===== src/rtl/dmem_arbiter.sv =====
// dmem_arbiter: shares the single-port data memory between the pipeline MEM
// stage (requester C, priority) and the auxiliary loader/debug port (requester A).
// Fixed priority to C. A starvation counter forces one grant to A after
// STARVE_LIMIT consecutive lost cycles. Read data returns one cycle after the
// grant, and rvalid is steered to the port that issued the read.
//
// Ports:
//   clk, reset                     clock; synchronous active-high reset
//   c_req/c_we/c_addr/c_wdata      core request, held until granted
//   c_gnt, c_stall                 core grant (comb), pipeline hold (c_req & ~c_gnt)
//   c_rvalid, c_rdata              core read return (rdata = mem_dout)
//   a_req/a_we/a_addr/a_wdata      auxiliary request, held until granted
//   a_gnt                          auxiliary grant (comb)
//   a_rvalid, a_rdata              auxiliary read return (rdata = mem_dout)
//   mem_we/mem_addr/mem_din        drive to dmem; all zero when nothing is granted
//   mem_dout                       dmem read data, valid the cycle after the address

module dmem_arbiter #(
  parameter int unsigned ADDR_WIDTH   = 10,
  parameter int unsigned DATA_WIDTH   = 32,
  parameter int unsigned STARVE_LIMIT = 4
) (
  input  logic                  clk,
  input  logic                  reset,
  input  logic                  c_req,
  input  logic                  c_we,
  input  logic [ADDR_WIDTH-1:0] c_addr,
  input  logic [DATA_WIDTH-1:0] c_wdata,
  output logic                  c_gnt,
  output logic                  c_stall,
  output logic                  c_rvalid,
  output logic [DATA_WIDTH-1:0] c_rdata,
  input  logic                  a_req,
  input  logic                  a_we,
  input  logic [ADDR_WIDTH-1:0] a_addr,
  input  logic [DATA_WIDTH-1:0] a_wdata,
  output logic                  a_gnt,
  output logic                  a_rvalid,
  output logic [DATA_WIDTH-1:0] a_rdata,
  output logic                  mem_we,
  output logic [ADDR_WIDTH-1:0] mem_addr,
  output logic [DATA_WIDTH-1:0] mem_din,
  input  logic [DATA_WIDTH-1:0] mem_dout
);

  localparam logic [3:0] StarveMax = 4'(STARVE_LIMIT);

  logic [3:0] starve_cnt_q, starve_cnt_d;
  logic       rd_pend_q, rd_pend_d;
  logic       rd_owner_q, rd_owner_d;  // 0 = C, 1 = A
  logic       force_a;

  // Arbitration: A wins when C is idle or when A has waited its limit.
  always_comb begin
    force_a = (starve_cnt_q == StarveMax);
    a_gnt   = ~reset & a_req & (~c_req | force_a);
    c_gnt   = ~reset & c_req & ~a_gnt;
  end

  assign c_stall = c_req & ~c_gnt;

  // Winner drives the memory port; idle port is held at zero.
  always_comb begin
    mem_we   = 1'b0;
    mem_addr = '0;
    mem_din  = '0;
    if (a_gnt) begin
      mem_we   = a_we;
      mem_addr = a_addr;
      mem_din  = a_wdata;
    end else if (c_gnt) begin
      mem_we   = c_we;
      mem_addr = c_addr;
      mem_din  = c_wdata;
    end
  end

  // Counter clears on any A grant or when A stops asking; saturates at the limit,
  // though force_a guarantees a grant (and clear) once the limit is reached.
  always_comb begin
    starve_cnt_d = starve_cnt_q;
    if (a_gnt || !a_req) begin
      starve_cnt_d = 4'd0;
    end else if (starve_cnt_q < StarveMax) begin
      starve_cnt_d = starve_cnt_q + 4'd1;
    end
  end

  always_comb begin
    rd_pend_d  = (a_gnt & ~a_we) | (c_gnt & ~c_we);
    rd_owner_d = a_gnt;
  end

  always_ff @(posedge clk) begin
    if (reset) begin
      starve_cnt_q <= 4'd0;
      rd_pend_q    <= 1'b0;
      rd_owner_q   <= 1'b0;
    end else begin
      starve_cnt_q <= starve_cnt_d;
      rd_pend_q    <= rd_pend_d;
      rd_owner_q   <= rd_owner_d;
    end
  end

  // Masking with reset drops a read whose return would land in a reset cycle.
  assign c_rvalid = rd_pend_q & ~rd_owner_q & ~reset;
  assign a_rvalid = rd_pend_q & rd_owner_q & ~reset;
  assign c_rdata  = mem_dout;
  assign a_rdata  = mem_dout;

endmodule


===== config.mk =====
export PLATFORM = sky130hd
export DESIGN_NAME = dmem_arbiter
export DESIGN_NICKNAME = d
export VERILOG_FILES = /design/src/rtl/dmem_arbiter.sv
export SDC_FILE = /design/constraint.sdc
export NUM_CORES = 1
export LEC_CHECK = 0
export BUFFER_PORTS_ARGS = -buffer_cell sky130_fd_sc_hd__buf_2
export CORE_AREA = 2 2 92 94
export CTS_CLUSTER_DIAMETER = 50
export DETAILED_ROUTE_END_ITERATION = 8
export DIE_AREA = 0 0 94 96
export HOLD_SLACK_MARGIN = 0.1
export PLACE_DENSITY = 0.65
export SLEW_MARGIN = 5
export SYNTH_ARGS = -nofsm -noshare
export SYNTH_HDL_FRONTEND = slang
export SYNTH_SLANG_ARGS = --single-unit
export TNS_END_PERCENT = 5

===== constraint.sdc =====
create_clock -name clk -period 1.7 [get_ports clk]
set_input_delay 0.17 -clock clk [delete_from_list [all_inputs] [get_ports clk]]
set_output_delay 0.17 -clock clk [all_outputs]
set_load 0.01 [all_outputs]

==> impl_results.md <==
- CTS Buf Count: 3
- TNS Setup: -8653 ps
- Clock tree buffer depth: 2
- CP Cell Sequence: inv_2, ha_4, and3b_4, o211a_4, clkbuf_16, a22o_1, buf_2
- P_sw: 0.2137 mW
- RSZ-0062 raised after global routing: yes
- Syn Inst Count: 150
- Slew @ Worst Pin: between 200 and 250 ps
- Share of cells above drive strength 1: 69.33%
- Filler cell count: 918
- Outcome: finished with violations
- # H-tree levels: 1
- Final setup margin: -228.4 ps
- Buffers on Ports: 137
- Clk root buf: clkbuf_8
- Worst Hold Class: in -> reg
- Starting DRT DRC Count: 18
- Gate power share: 48.4%
- Die Span X: 94 µm
- Critical path peak fanout: 17
- Fmax: 518.6 MHz
- CP arrival: ~1800 ps
- Yosys Warn Count: 0
- PwrDens: 418.1 nW/µm²
- Initial Utilization: ~15%
- Detail Route Antenna Nets: 0
- CTS tree: built
- Max incr delay on CP: 320 ps
- Endpoints failing setup: 43
- First-pass GRT wire length: 5713 µm
- Commonest non-fill, non-tap cells in the layout: buf_2, a22o_1, inv_1, nor2_1
- Final core utilization: 20.71%
- Vias in the first global route: 1142
- Type of destination of the critical path: output port
- Depth of the worst register-to-register path: 6
- Largest net degree at the start of global routing: 36
- Hold worst-path end: rd_owner_q
- Synthesized flop and latch total: 6
- Routed WL per cell: 14.31 µm
- Most common cell after layout, fill and taps aside: buf_2
- HP Start: a_req
- Clk pwr share: 30.4%
- CP bufs+invs: 3
- Relative slew margins: 85.30%
- Mapped Nets: about 270
- Post-CTS Hold Fix Bufs: 0
- Synthesis-to-finish area growth: 34.78%
- Worst hold path depth: 2
- Lkg Pwr: 0.9786 nW
- Initial antenna violation count: 1
- Flop pwr share: 21.1%
- Avg Cell Area, Syn: 8.250 µm²
- Layout Nets: 351
- Layout Skew: 0.1972 ps
- Die height: 96 µm
- Switching part of the total power: between 30 and 40%
- Placer Congestion: approximately 0.67
- Largest delay share family, worst path: compound AO/OA/AOI/OAI gates
- Sequential share of the synthesized area: 9.707%
- Int Pwr: between 0.4 and 0.5 mW
- Standard-cell rows: 33
- Failing checks: negative setup slack
- Total core area: 8051 µm²
- Startpoint Class: flop
- Critical setup path kind: reg -> out
- Final Hold Viols: 0
- Min cycle time layout: approximately 1900 ps
- Sink Count: 6
- Final wirelength: 4722 µm
- Vias per inst: around 4
- R2r setup slk: 170 ps
- Clock Latency Late Sink: 220 ps
- Detailed-route via count: ~1300
- Drc violations: 0
- RR Startpoint: starve_cnt_q[0]
- Critical R2R Capture: rd_pend_q
- Max Cap Viol: 0
- Mapped cell area: approximately 1200 µm²
- Clock transition at path regs: approximately 30 ps
- Cell variety after synth: 19
- Post-DP HPWL: 3851 µm
- Critical Path RT: 1530 ps
- GR Overflow Total: 0
- Slowest CP cell: dfxtp_2
- Die area: between 9000 and 10000 µm²
- VDD IR max: roughly 0.00012 V
- 1st-pass router iterations: 4
- Boundary pin count: 234
- Fin. max-slew vios: 0
- # diodes: 0
- GRT Resource Usage Total: 8.435%
- Final period util: 113.4%
## final cells by class
type                            instances  area [µm²]  area share, %
Timing Repair Buffer                  145       792.0          47.49
Multi-Input combinational cell         64       554.3          33.23
Tap cell                              105       131.4          7.877
Sequential cell                         6       122.6          7.352
Clock buffer                            3       41.29          2.476
Inverter                                7       26.28          1.575
## state kept, by name, summed over array words and instances, names as in the netlist
| signal | cells |
|---|---|
| rd_owner_q | 1 |
| rd_pend_q | 1 |
| starve_cnt_q | 4 |
## Yosys cell counts
cell	instances	area (µm²)
inv_1	7	26.28
a22o_1	44	385.4
a21oi_4	1	16.27
or3b_1	1	8.760
dfxtp_1	6	120.1
ha_1	2	25.02
and3_1	1	6.260
nor2_1	5	18.77
buf_4	64	480.5
o211a_1	2	20.02
and3b_4	1	12.51
buf_2	4	20.02
xnor2_1	1	8.760
buf_6	5	56.30
a21oi_1	2	10.01
o21ai_0	1	5.000
nor3b_1	1	7.510
nand2b_1	1	6.260
nand2_1	1	3.750
## cell families (layout without fill, tap and decap cells)
logic type                 Yosys count  count (layout)  synth area share (%)
DFF                                  6               6                 9.707
AOI/OAI and AO/OA                   50              50                 35.29
adders and majority gates            2               2                 2.022
buffers and inverters               80             155                 47.12
xor gates and xnor gates             1               1                0.7079
and+or+nand+nor                     11              11                 5.157
## power groups by stage
stage | Combinational (mW) | Clock, mW | Sequential [mW]
2_1_floorplan | 0.299 | 0 | 0.149
6_report | 0.338 | 0.212 | 0.147
5_1_grt | 0.371 | 0.228 | 0.148
4_1_cts | 0.336 | 0.221 | 0.147
3_5_place_dp | 0.330 | 0 | 0.149
3_3_place_gp | 0.327 | 0 | 0.149
## worst max-delay path by stage
stage,cells past startpoint,slack (ps),startpoint,to
6_report,7,-230,starve_cnt_q[0],mem_din[6]
4_1_cts,7,-240,starve_cnt_q[0],mem_din[7]
2_1_floorplan,7,30,starve_cnt_q[0],mem_addr[0]
3_3_place_gp,7,-30,starve_cnt_q[0],mem_addr[8]
3_5_place_dp,7,-70,starve_cnt_q[0],mem_din[5]
5_1_grt,7,-290,starve_cnt_q[0],mem_din[20]
## metal layers
metal / vias up / routed length, µm / track usage, %
met5: - / 0 / 0
met4: 0 / 40 / 2.778
met3: 4 / 619 / 3.602
met2: 124 / 2618 / 17.38
met1: 582 / 1444 / 7.140
li1: 622 / - / -
## what timing repair did
item / 4_1_cts / 5_1_grt
setup buffers: 0 / 0
endpoints found under the setup margin: 46 / 46
pin swaps: 11 / 9
endpoints found under the hold margin: 0 / 0
resized for setup: 8 / 0
cloned: 0 / 1
## stage by stage
stage	power (mW)	cell area [µm²]	setup slack [ps]	hold slack (ps)	std cells
after global placement	0.4758	1575	-29.68	340.1	326
after CTS	0.7046	1643	-236.9	250.4	329
final	0.6973	1668	-228.4	254.6	330
after detailed placement	0.4795	1575	-74.87	340.1	326
after floorplan	0.4479	1237	31.54	318.0	150
after global routing	0.7476	1668	-286.6	255.9	330
Power figures use the tool's default switching activity.
